<file path="src/rtl/gmii_tx_framer.sv">
`default_nettype none
// ============================================================================
//  Module      : gmii_tx_framer
//  Description : Drains 134-bit frame words from a show-ahead FIFO and
//                serialises them onto GMII TX with preamble, SFD and IFG.
//  Revision    : 1.0 - initial release
// ============================================================================
module gmii_tx_framer #(
    parameter int PREAMBLE_BYTES = 7,
    parameter int IFG_BYTES      = 12
) (
    input  logic         i_clk,
    input  logic         i_rst_n,
    input  logic [133:0] iv_fifo_rdata,
    input  logic         i_fifo_empty,
    output logic         o_fifo_rd,
    output logic [7:0]   ov_gmii_txd,
    output logic         o_gmii_tx_en,
    output logic         o_gmii_tx_er,
    output logic         o_underflow_pulse,
    output logic         o_format_err_pulse,
    output logic [15:0]  ov_tx_frame_cnt
);

    typedef enum logic [2:0] {
        ST_IDLE    = 3'd0,
        ST_PRE     = 3'd1,
        ST_SFD     = 3'd2,
        ST_DATA    = 3'd3,
        ST_IFG     = 3'd4,
        ST_DISCARD = 3'd5
    } state_t;

    localparam logic [1:0] C_TYPE_HEAD = 2'b01;
    localparam logic [1:0] C_TYPE_TAIL = 2'b10;
    localparam logic [1:0] C_TYPE_RSVD = 2'b11;
    localparam logic [7:0] C_PRE_LAST  = 8'(PREAMBLE_BYTES - 1);
    localparam logic [7:0] C_IFG_LAST  = 8'(IFG_BYTES - 1);
    localparam logic [7:0] C_PRE_BYTE  = 8'h55;
    localparam logic [7:0] C_SFD_BYTE  = 8'hD5;

    state_t        state_q, state_d;
    logic [3:0]    idx_q, idx_d;
    logic [7:0]    cnt_q, cnt_d;
    logic          first_q, first_d;
    logic [7:0]    txd_q, txd_d;
    logic          tx_en_q, tx_en_d;
    logic          tx_er_q, tx_er_d;
    logic          unf_q, unf_d;
    logic          fmt_q, fmt_d;
    logic [15:0]   frame_cnt_q, frame_cnt_d;

    logic          w_rd;
    logic [1:0]    w_type;
    logic [3:0]    w_inv;
    logic [127:0]  w_shifted;
    logic [7:0]    w_byte;
    logic [3:0]    w_last_idx;
    logic          w_is_last;
    logic          w_bad_follow;

    assign w_type       = iv_fifo_rdata[133:132];
    assign w_inv        = iv_fifo_rdata[131:128];
    assign w_shifted    = iv_fifo_rdata[127:0] << {idx_q, 3'b000};
    assign w_byte       = w_shifted[127:120];
    assign w_last_idx   = (w_type == C_TYPE_TAIL) ? (4'd15 - w_inv) : 4'd15;
    assign w_is_last    = (idx_q == w_last_idx);
    // A follow-on word must be present and be a middle or tail word.
    assign w_bad_follow = i_fifo_empty || (w_type == C_TYPE_HEAD) || (w_type == C_TYPE_RSVD);

    always_comb begin
        state_d     = state_q;
        idx_d       = idx_q;
        cnt_d       = cnt_q;
        first_d     = first_q;
        txd_d       = 8'h00;
        tx_en_d     = 1'b0;
        tx_er_d     = 1'b0;
        unf_d       = 1'b0;
        fmt_d       = 1'b0;
        frame_cnt_d = frame_cnt_q;
        w_rd        = 1'b0;

        case (state_q)
            ST_IDLE: begin
                cnt_d = 8'd0;
                idx_d = 4'd0;
                if (!i_fifo_empty) begin
                    if (w_type == C_TYPE_HEAD) begin
                        state_d = ST_PRE;
                        first_d = 1'b1;
                    end else begin
                        w_rd  = 1'b1;
                        fmt_d = 1'b1;
                    end
                end
            end

            ST_PRE: begin
                txd_d   = C_PRE_BYTE;
                tx_en_d = 1'b1;
                if (cnt_q == C_PRE_LAST) begin
                    cnt_d   = 8'd0;
                    state_d = ST_SFD;
                end else begin
                    cnt_d = cnt_q + 8'd1;
                end
            end

            ST_SFD: begin
                txd_d   = C_SFD_BYTE;
                tx_en_d = 1'b1;
                idx_d   = 4'd0;
                state_d = ST_DATA;
            end

            ST_DATA: begin
                tx_en_d = 1'b1;
                if (!first_q && (idx_q == 4'd0) && w_bad_follow) begin
                    tx_er_d = 1'b1;
                    unf_d   = 1'b1;
                    state_d = ST_DISCARD;
                end else begin
                    txd_d = w_byte;
                    if (w_is_last) begin
                        w_rd    = 1'b1;
                        first_d = 1'b0;
                        idx_d   = 4'd0;
                        if (w_type == C_TYPE_TAIL) begin
                            state_d     = ST_IFG;
                            cnt_d       = 8'd0;
                            frame_cnt_d = frame_cnt_q + 16'd1;
                        end
                    end else begin
                        idx_d = idx_q + 4'd1;
                    end
                end
            end

            ST_IFG: begin
                // The final gap cycle doubles as the IDLE decision so that a
                // waiting head word leaves exactly IFG_BYTES idle cycles.
                if (cnt_q == C_IFG_LAST) begin
                    cnt_d = 8'd0;
                    idx_d = 4'd0;
                    if (!i_fifo_empty && (w_type == C_TYPE_HEAD)) begin
                        state_d = ST_PRE;
                        first_d = 1'b1;
                    end else begin
                        state_d = ST_IDLE;
                    end
                end else begin
                    cnt_d = cnt_q + 8'd1;
                end
            end

            ST_DISCARD: begin
                if (!i_fifo_empty) begin
                    w_rd = 1'b1;
                    if (w_type == C_TYPE_TAIL) begin
                        state_d = ST_IFG;
                        cnt_d   = 8'd0;
                    end
                end
            end

            default: begin
                state_d = ST_IDLE;
            end
        endcase
    end

    always_ff @(posedge i_clk) begin
        if (!i_rst_n) begin
            state_q     <= ST_IDLE;
            idx_q       <= 4'd0;
            cnt_q       <= 8'd0;
            first_q     <= 1'b0;
            txd_q       <= 8'h00;
            tx_en_q     <= 1'b0;
            tx_er_q     <= 1'b0;
            unf_q       <= 1'b0;
            fmt_q       <= 1'b0;
            frame_cnt_q <= 16'd0;
        end else begin
            state_q     <= state_d;
            idx_q       <= idx_d;
            cnt_q       <= cnt_d;
            first_q     <= first_d;
            txd_q       <= txd_d;
            tx_en_q     <= tx_en_d;
            tx_er_q     <= tx_er_d;
            unf_q       <= unf_d;
            fmt_q       <= fmt_d;
            frame_cnt_q <= frame_cnt_d;
        end
    end

    // Words must stay in the FIFO while reset is held.
    assign o_fifo_rd          = w_rd & i_rst_n;
    assign ov_gmii_txd        = txd_q;
    assign o_gmii_tx_en       = tx_en_q;
    assign o_gmii_tx_er       = tx_er_q;
    assign o_underflow_pulse  = unf_q;
    assign o_format_err_pulse = fmt_q;
    assign ov_tx_frame_cnt    = frame_cnt_q;

endmodule
`default_nettype wire

</file>
<file path="config.mk">
export PLATFORM = sky130hd
export DESIGN_NAME = gmii_tx_framer
export DESIGN_NICKNAME = d
export VERILOG_FILES = /design/src/rtl/gmii_tx_framer.sv
export SDC_FILE = /design/constraint.sdc
export NUM_CORES = 1
export LEC_CHECK = 0
export CAP_MARGIN = 20
export CORE_MARGIN = 1
export CORE_UTILIZATION = 35
export CTS_BUF_LIST = sky130_fd_sc_hd__clkbuf_8
export CTS_CLUSTER_SIZE = 40
export DETAILED_ROUTE_END_ITERATION = 10
export PLACE_DENSITY = 0.7
export SLEW_MARGIN = 15
export SYNTH_ARGS = -nofsm -noshare
export SYNTH_HDL_FRONTEND = slang
export SYNTH_SLANG_ARGS = --single-unit
</file>
<file path="constraint.sdc">
create_clock -name i_clk -period 5.8 [get_ports i_clk]
set_clock_uncertainty 0.15 [all_clocks]
set_input_delay 1.16 -clock i_clk [delete_from_list [all_inputs] [get_ports i_clk]]
set_output_delay 1.16 -clock i_clk [all_outputs]
set_load 0.01 [all_outputs]
</file>
==> metrics, run 1 <==
Startpoint Class input port; GRT met3 Usage 4.24%; Worst EP required 4.49 ns; RSZ-0062 raised after global routing no; first-pass GRT wire length 17100 um; die footprint 10400 um2; pre-CTS WS 0.815 ns; grt ovf 0; vias 3615; area of the multi-input gates 2440 um2; GRT Total Usage 20.9%; Avg WL per Cell 17.5 um; Crit Path Max Fanout 9; Period Utilization, post-route 86.7%; met2 global-route usage 33.5%; CP top delay family buffers and inverters; min cycle time layout 5.03 ns; design area 5280 um2; CP Capture Type output pin; min-delay src ov_tx_frame_cnt[15]; Slew Viols, Final 0; die height 102 um; CP max stage cell clkdlybuf4s50_1; placed wire-length estimate 8560 um; vias per cell 5.66; IO Count 166; Main synth FF type dfxtp_1; ys async rst share 0%; DR pass1 iterations 5; area grow syn2layout 51.2%; Worst Hold Slack 0.325 ns; share of the synthesized area in the top cell type 25.2%; Total Power 0.728 mW; top cells by area, synth mux4_2, dfxtp_1, nand2_1; pwr dens 138 nW/um2; Initial DRC Count 298; sequential share of the synthesized area 24.7%; status complete, no violations; diodes inserted 0; Placer Congestion 0.840; CTS clock-pin slew for the worst setup and hold paths 0.08 ns; Clock Latency Late Sink 0.30 ns; Finished Layout Cells 639; Core Area 9730 um2; Clock Sinks 43; met1 usage 28.5%; post-synthesis mux area share 28.3%; PortBufs 165; layout cells sized above 1 12.8%; Simple-Gate Fraction of Synth Area 23.7%; worst endpoint data arrival time 3.72 ns; initial antenna violation count 0; max_slew headroom 47.3%; CP max stage delay 0.62 ns; Post-Synth XOR/XNOR Area 1.51%; Syn Area/Cell 9.66 um2; Die X 102 um; most used routing layer met2; max-capacitance violation count 0; cts bufs inserted 5; Cell Area, Placed 5190 um2; post-synth cell types 55; critical path class input port to output pin; Placed Instances 632; area leader, netlist mux4_2; Synth Warn # 0; worst-margin pin slew 0.789 ns; vias in the first global route 3355; Min-Delay Path Class register to register; Final WS setup 0.769 ns; EDFF count, synth 0; setup tns final 0 ns; Synthesized Nets 503; most frequent cells in the layout clkdlybuf4s50_1, dfxtp_1, mux4_2, nand2_1, nand3_1; Setup Viol. Count Final 0; final hold violation count 0; register area 862 um2; VDD IR-drop max 101 uV; Rows 36; pin count of the biggest net entering global routing 41; Mapped Area 3490 um2; CP cell instances clkdlybuf4s50_1 > nor2b_1 > nand4_1 > a32o_1 > nor2_1 > o211a_1 > clkdlybuf4s50_1; Buf/Inv on CP 2; Synth Instances 361; post-CTS resize count 0; Nets 648; FILL cells 894; Synth Area in Compound Gates 14.6%; CTS tree done; # DRC 0; largest family of logic cells by synthesized area multiplexers; Synth Area in Adders 1.79%; maximum clock rate 199 MHz; Initial Utilization 35.9%; Layout Utilization 54.2%; Post-CTS Setup Repair Bufs 0; Yosys reg bits 43; Max clock buf depth 2; commonest non-fill, non-tap cell in the layout clkdlybuf4s50_1; # hold bufs at CTS 0; remaining antenna violation count 0; LEAKAGE 1.73 nW; Total Wirelength 11200 um; CP most frequent cell clkdlybuf4s50_1; root buf cell clkbuf_8; Setup crit start iv_fifo_rdata[133]; FF-to-FF Start idx_q[3]; htree depth 2
-- registers in the layout, summed over array words and instances (netlist names) --
signal              flops
ov_gmii_txd             8
o_gmii_tx_en            1
o_underflow_pulse       1
idx_q                   4
state_q                 3
first_q                 1
ov_tx_frame_cnt        16
cnt_q                   8
o_format_err_pulse      1
-- worst paths after layout --
path | endpoint | slack, ns | depth (start not counted)
setup / recovery | o_fifo_rd | 0.77 | 7
hold / removal | ov_tx_frame_cnt[15] | 0.33 | 2
setup reg to reg | cnt_q[6] | 3.10 | 6
hold reg to reg | ov_tx_frame_cnt[15] | 0.33 | 2
-- tightest hold or removal path, cell delays in order (launching register included) --
cell,delay (ns)
dfxtp_1,0.32
nand2_1,0.06
mux2i_1,0.05
-- metal layers --
layer	routed length, um	vias up
li1	-	1710
met1	4610	1710
met2	5500	175
met3	817	20
met4	252	0
met5	0	-
-- cell families (layout without fill, tap and decap cells) --
kind of cell | Yosys count | in the layout
flops | 43 | 43
buf+inv | 41 | 186
xor+xnor | 6 | 6
fa+ha+maj | 5 | 5
simple gates | 144 | 144
compound gates | 72 | 72
mux | 50 | 50
-- cell type report --
class | instances | share of cell area [%]
Timing Repair Buffer | 169 | 31.9
Clock buffer | 6 | 1.57
Clock inverter | 1 | 0.0949
Tap cell | 133 | 3.15
Sequential cell | 43 | 16.3
Multi-Input combinational cell | 277 | 46.3
Inverter | 10 | 0.712
-- synthesized netlist by cell type (4+ instances only) --
library cell	count
dfxtp_1	43
mux4_2	39
nand2_1	36
clkbuf_1	16
nand3_1	16
nor2_1	15
a21oi_1	14
nand2b_1	14
nand4_1	12
o21ai_0	12
mux2i_1	11
buf_2	9
inv_1	9
nor2b_1	9
o211ai_1	8
nor3_1	6
nor4_2	6
o311ai_0	6
o41ai_1	6
and2_1	5
ha_1	5
a31oi_1	4
buf_4	4
xor2_1	4
-- report_power, final --
group / internal, mW / leakage [nW] / total, mW / switching [mW]
clock network: 0.0936 / 0.0470 / 0.196 / 0.102
logic: 0.136 / 1.33 / 0.213 / 0.0762
registers: 0.305 / 0.348 / 0.320 / 0.0144
No activity file was read; power rests on OpenSTA's default activity.
==> inputs of run 2 (changes only) <==
- HOLD_SLACK_MARGIN: not set -> 0.06
==> results of run 2 <==
Final layout, timing and power as in run 1 (identical DEF).
